<file path="src/rtl/cube_input.sv">
// Button front end for the 4x4x4 life cube editor: sync + debounce per button, cursor/cell editing, load handshake.
// Optional macro CUBE_INPUT_WRAP_EN: coordinate increments wrap 3->0 instead of saturating at 3.
module cube_input #(
  parameter int DEBOUNCE_CYCLES = 250000
) (
  input  logic        Clk,
  input  logic        Reset,
  input  logic        BtnX,
  input  logic        BtnY,
  input  logic        BtnZ,
  input  logic        BtnToggle,
  input  logic        BtnClear,
  input  logic        BtnLoad,
  input  logic        LoadAck,
  output logic [63:0] Cells,
  output logic [5:0]  Cursor,
  output logic        LoadReq
);

  localparam int NBTN  = 6;
  localparam int CLOGW = $clog2(DEBOUNCE_CYCLES + 1);
  localparam int CNT_W = (CLOGW > 18) ? CLOGW : 18;
  localparam logic [CNT_W-1:0] CNT_LAST = CNT_W'(DEBOUNCE_CYCLES - 1);
  localparam logic [CNT_W-1:0] CNT_MAX  = '1;

  typedef enum logic {EDIT, PENDING} state_t;

  logic [NBTN-1:0] w_btn_raw;
  logic [NBTN-1:0] w_press;

  // Bit order shared by w_btn_raw and w_press: X, Y, Z, Toggle, Clear, Load.
  assign w_btn_raw = {BtnLoad, BtnClear, BtnToggle, BtnZ, BtnY, BtnX};

  genvar gi;
  generate
    for (gi = 0; gi < NBTN; gi++) begin : g_btn
      logic [1:0]       r_sync;
      logic [CNT_W-1:0] r_cnt;
      logic             r_db;
      logic             r_db_q;

      always_ff @(posedge Clk) begin
        if (Reset) begin
          r_sync <= '0;
          r_cnt  <= '0;
          r_db   <= 1'b0;
          r_db_q <= 1'b0;
        end else begin
          r_sync <= {r_sync[0], w_btn_raw[gi]};
          r_db_q <= r_db;
          if (r_sync[1] != r_db) begin
            if (r_cnt >= CNT_LAST) begin
              r_db  <= r_sync[1];
              r_cnt <= '0;
            end else if (r_cnt != CNT_MAX) begin
              r_cnt <= r_cnt + 1'b1;
            end
          end else begin
            r_cnt <= '0;
          end
        end
      end

      assign w_press[gi] = r_db & ~r_db_q;
    end
  endgenerate

  function automatic logic [1:0] f_inc(input logic [1:0] c);
`ifdef CUBE_INPUT_WRAP_EN
    return c + 2'd1;
`else
    return (c == 2'd3) ? c : c + 2'd1;
`endif
  endfunction

  state_t      r_state;
  state_t      w_state_next;
  logic [63:0] r_cells;
  logic [63:0] w_cells_next;
  logic [5:0]  r_cursor;
  logic [5:0]  w_cursor_next;
  logic        r_load_req;
  logic        w_load_req_next;

  always_ff @(posedge Clk) begin
    if (Reset) begin
      r_state    <= EDIT;
      r_cells    <= '0;
      r_cursor   <= '0;
      r_load_req <= 1'b0;
    end else begin
      r_state    <= w_state_next;
      r_cells    <= w_cells_next;
      r_cursor   <= w_cursor_next;
      r_load_req <= w_load_req_next;
    end
  end

  always_comb begin
    w_state_next    = r_state;
    w_cells_next    = r_cells;
    w_cursor_next   = r_cursor;
    w_load_req_next = r_load_req;
    case (r_state)
      EDIT: begin
        // Toggle addresses the pre-move cursor; moves land in w_cursor_next only.
        if (w_press[4])
          w_cells_next = '0;
        else if (w_press[3])
          w_cells_next = r_cells ^ (64'd1 << r_cursor);
        if (w_press[0]) w_cursor_next[1:0] = f_inc(r_cursor[1:0]);
        if (w_press[1]) w_cursor_next[3:2] = f_inc(r_cursor[3:2]);
        if (w_press[2]) w_cursor_next[5:4] = f_inc(r_cursor[5:4]);
        if (w_press[5]) begin
          w_load_req_next = 1'b1;
          w_state_next    = PENDING;
        end
      end
      PENDING: begin
        if (LoadAck) begin
          w_load_req_next = 1'b0;
          w_state_next    = EDIT;
        end
      end
      default: w_state_next = EDIT;
    endcase
  end

  assign Cells   = r_cells;
  assign Cursor  = r_cursor;
  assign LoadReq = r_load_req;

endmodule

</file>
<file path="config.mk">
export PLATFORM = sky130hd
export DESIGN_NAME = cube_input
export DESIGN_NICKNAME = d
export VERILOG_FILES = /design/src/rtl/cube_input.sv
export SDC_FILE = /design/constraint.sdc
export NUM_CORES = 1
export LEC_CHECK = 0
export CORE_MARGIN = 3
export CORE_UTILIZATION = 35
export CTS_CLUSTER_SIZE = 40
export DETAILED_ROUTE_END_ITERATION = 8
export GPL_TIMING_DRIVEN = 0
export SLEW_MARGIN = 20
export SYNTH_ARGS = -nofsm -noshare
export SYNTH_HDL_FRONTEND = slang
export SYNTH_SLANG_ARGS = --single-unit
</file>
<file path="constraint.sdc">
create_clock -name Clk -period 2.7 [get_ports Clk]
set_clock_uncertainty 0.2 [all_clocks]
set_input_delay 0.54 -clock Clk [delete_from_list [all_inputs] [get_ports Clk]]
set_output_delay 0.54 -clock Clk [all_outputs]
set_load 0.1 [all_outputs]
</file>
==> results_dict.tcl <==
set metrics [dict create \
    yosysTopAreaCellShare_pct 42.6 \
    postCtsSetupBuffers 0 \
    max_freq_mhz 380 \
    fp.coreArea_um2 26500 \
    critPathMaxFanout 7 \
    io_buffers 79 \
    ys.flop_type "dfxtp_1" \
    cts_max_level 1 \
    irDropWorstVdd_mv 0.356 \
    setup_viol 0 \
    yosysTopAreaCell "dfxtp_1" \
    antenna_cells 0 \
    synth_area_leaders "dfxtp_1 43%, a21oi_1 6.7%, or3_1 5.2%" \
    cap_violations 0 \
    hp-class "reg2reg" \
    place_area_um2 10800 \
    status "complete, no violations" \
    power-per-cell-area_nw_per_um2 564 \
    fin_area_um2 11600 \
    grt_pass1_wl_um 42200 \
    syn-num-nets 1160 \
    finalNetCount 1264 \
    leakagePower_nw 3.74 \
    cts_root_buffer "clkbuf_16" \
    tightest_slew_ps 1030 \
    grt_pass1_vias 8297 \
    yosysWarnings 0 \
    track_usage_pct 16.9 \
    die_h_um 172 \
    rsz0062_at_grt "yes" \
    cp_slowest_stage_delay_ps 940 \
    dr.pass1.iters 6 \
    drv_slew 0 \
    drc 0 \
    wire_per_inst_um 16.0 \
    synth_most_common_cell "dfxtp_1" \
    drtIter0Drc 709 \
    hold_viol 0 \
    yosys-top-cells-count "204 x dfxtp_1, 129 x a21oi_1, 88 x o21ai_0" \
    async_flop_share_pct 0 \
    clkTransAtPathRegs_ps 60 \
    critPathLaunchType "flip-flop" \
    grt_remaining_overflow 0 \
    cp_data_arrival_time_ps 1890 \
    cts_tree "done" \
    start_util_pct 36.2 \
    ctsHoldBuffers 0 \
    antenna_found_initial 0 \
    relSlewSlack_pct 30.9 \
    gp_congestion 0.840 \
    io_pins 80 \
    critPathRequiredTime_ps 1960 \
    rows 59 \
    area_growth_pct 20.9 \
    synth_area_um2 9590 \
    nFillCells 2619 \
    synth_edf_count 0 \
    syn_area_per_cell_um2 8.42 \
    syn_inst 1139 \
    grt_start_max_net_pins 14 \
    crit_slowest_cell "dlygate4sd2_1" \
    numCtsBuffers 24 \
    ys_ff_latch 204 \
    critical_path_class "reg2out" \
    path_buf_inv 1 \
    layout_min_cycle_time_ps 2630 \
    antenna_left 0 \
    die_x_um 172 \
    insertion_delay_ps 520 \
    placed_cells 1553 \
    die-area_um2 29400 \
    clock_sinks 204 \
    clock_path_buffers 3 \
    cts_resized 72 \
    layout-drive-gt1-share_pct 5.63 \
    seq_area_frac_synth_pct 42.6 \
    vias 9169 \
    cp_top_family "buffers and inverters" \
    fin_cells 1596 \
    endpoint_kind "primary output" \
    fin_crit_sh_pct 97.6 \
    path_cells "dlygate4sd2_1" \
    vias_per_cell 5.74 \
    drt_wl_total_um 25500 \
    dp_hpwl_um 17800 \
    ys_types 58 \
]
path summary, 6_finish.rpt:
path / slack, ps / cells past startpoint / start / end
setup / recovery: 70 / 1 / Cursor[5]$_SDFFE_PP0P_ / Cursor[5]
hold / removal: 220 / 1 / g_btn[1].r_sync[0]$_SDFF_PP0_ / g_btn[1].r_sync[1]$_SDFF_PP0_
setup reg to reg: 110 / 6 / g_btn[4].r_db$_SDFFE_PP0P_ / Cells[11]$_SDFFE_PP0P_
hold reg to reg: 220 / 1 / g_btn[1].r_sync[0]$_SDFF_PP0_ / g_btn[1].r_sync[1]$_SDFF_PP0_
where the power goes:
group          internal, mW  switching [mW]
clock                  2.16            1.25
combinational        0.0359          0.0654
sequential             3.02         0.00744
total                  5.22            1.32
metal layers:
metal  track usage (%)  vias up  share of wire (%)
met1              24.3     4292                 48
met4              5.11        0                2.8
met5                 0        -                  0
li1                  -     4576                  -
met2              26.5      254                 43
met3              2.46       47                5.7
state kept, by name (all words and copies together), names as in the netlist:
signal,flops
g_btn.r_db,6
r_state,1
Cells,64
g_btn.r_db_q,6
g_btn.r_cnt,108
g_btn.r_sync,12
LoadReq,1
Cursor,6
final cells by class:
type                       instances  area (um^2)  share of cell area, %
timing repair buffer              79          704                   6.07
tap                              335          419                   3.61
multi-input combinational        846         5180                   44.7
inverter                          26         97.6                  0.842
buffer                            62          255                   2.20
sequential                       204         4080                   35.2
clock buffer                      35          733                   6.32
clock inverter                     9          123                   1.06
worst reg2reg max path: stages, from the launching register on:
cell	delay (ps)
dfxtp_1	390
nor2b_1	150
clkbuf_1	310
o2111ai_1	570
clkbuf_1	410
or3_1	380
a21oi_1	140
cells by family after synthesis:
family          after synthesis  share of synthesized area, %
xor+xnor                      9                         0.822
flops                       204                          42.6
simple gates                458                          27.3
compound gates              347                          22.0
buf+inv                      89                          3.69
mux                          20                          2.10
fa+ha+maj                    12                          1.57
cell usage in the layout (no fill, tap or decap), types with 8 or more instances in the layout:
cell           synthesis  layout
nor2_1                62      62
o31ai_1               20      20
a211oi_1              25      25
o2111ai_1             16      16
inv_1                 25      25
and3_1                10      10
nor3_1                40      40
or2_2                 10      10
a21oi_1              129     129
o211ai_1              11      11
clkbuf_1              57      57
a31oi_1               20      20
and4_1                20      20
ha_1                  12      12
nor2b_1               24      24
nand4_1               42      42
dfxtp_1              204     204
o21ai_0               88      88
a211o_1                8       8
clkbuf_16              0      25
or4_1                 25      25
or3_1                 80      80
dlygate4sd2_1          0      71
nor4_1                25      22
xnor2_1                9       9
mux2i_1               19      19
nand2_1               52      52
nand3_1               41      41
stage by stage:
| step | hold WS [ps] | setup TNS [ps] | utilization (%) | setup WS (ps) | total power [mW] |
|---|---|---|---|---|---|
| finish | 218 | 0 | 43.8 | 66.1 | 6.54 |
| global route | 249 | -43.4 | 43.8 | -13.7 | 6.78 |
| CTS | 221 | 0 | 43.7 | 35.3 | 6.64 |
| detailed placement | 222 | -66870 | 40.8 | -753 | 3.20 |
| global placement | 219 | -69780 | 40.8 | -790 | 3.20 |
| floorplan | 214 | 0 | - | 58.1 | 3.16 |
Power figures use the tool's default switching activity.
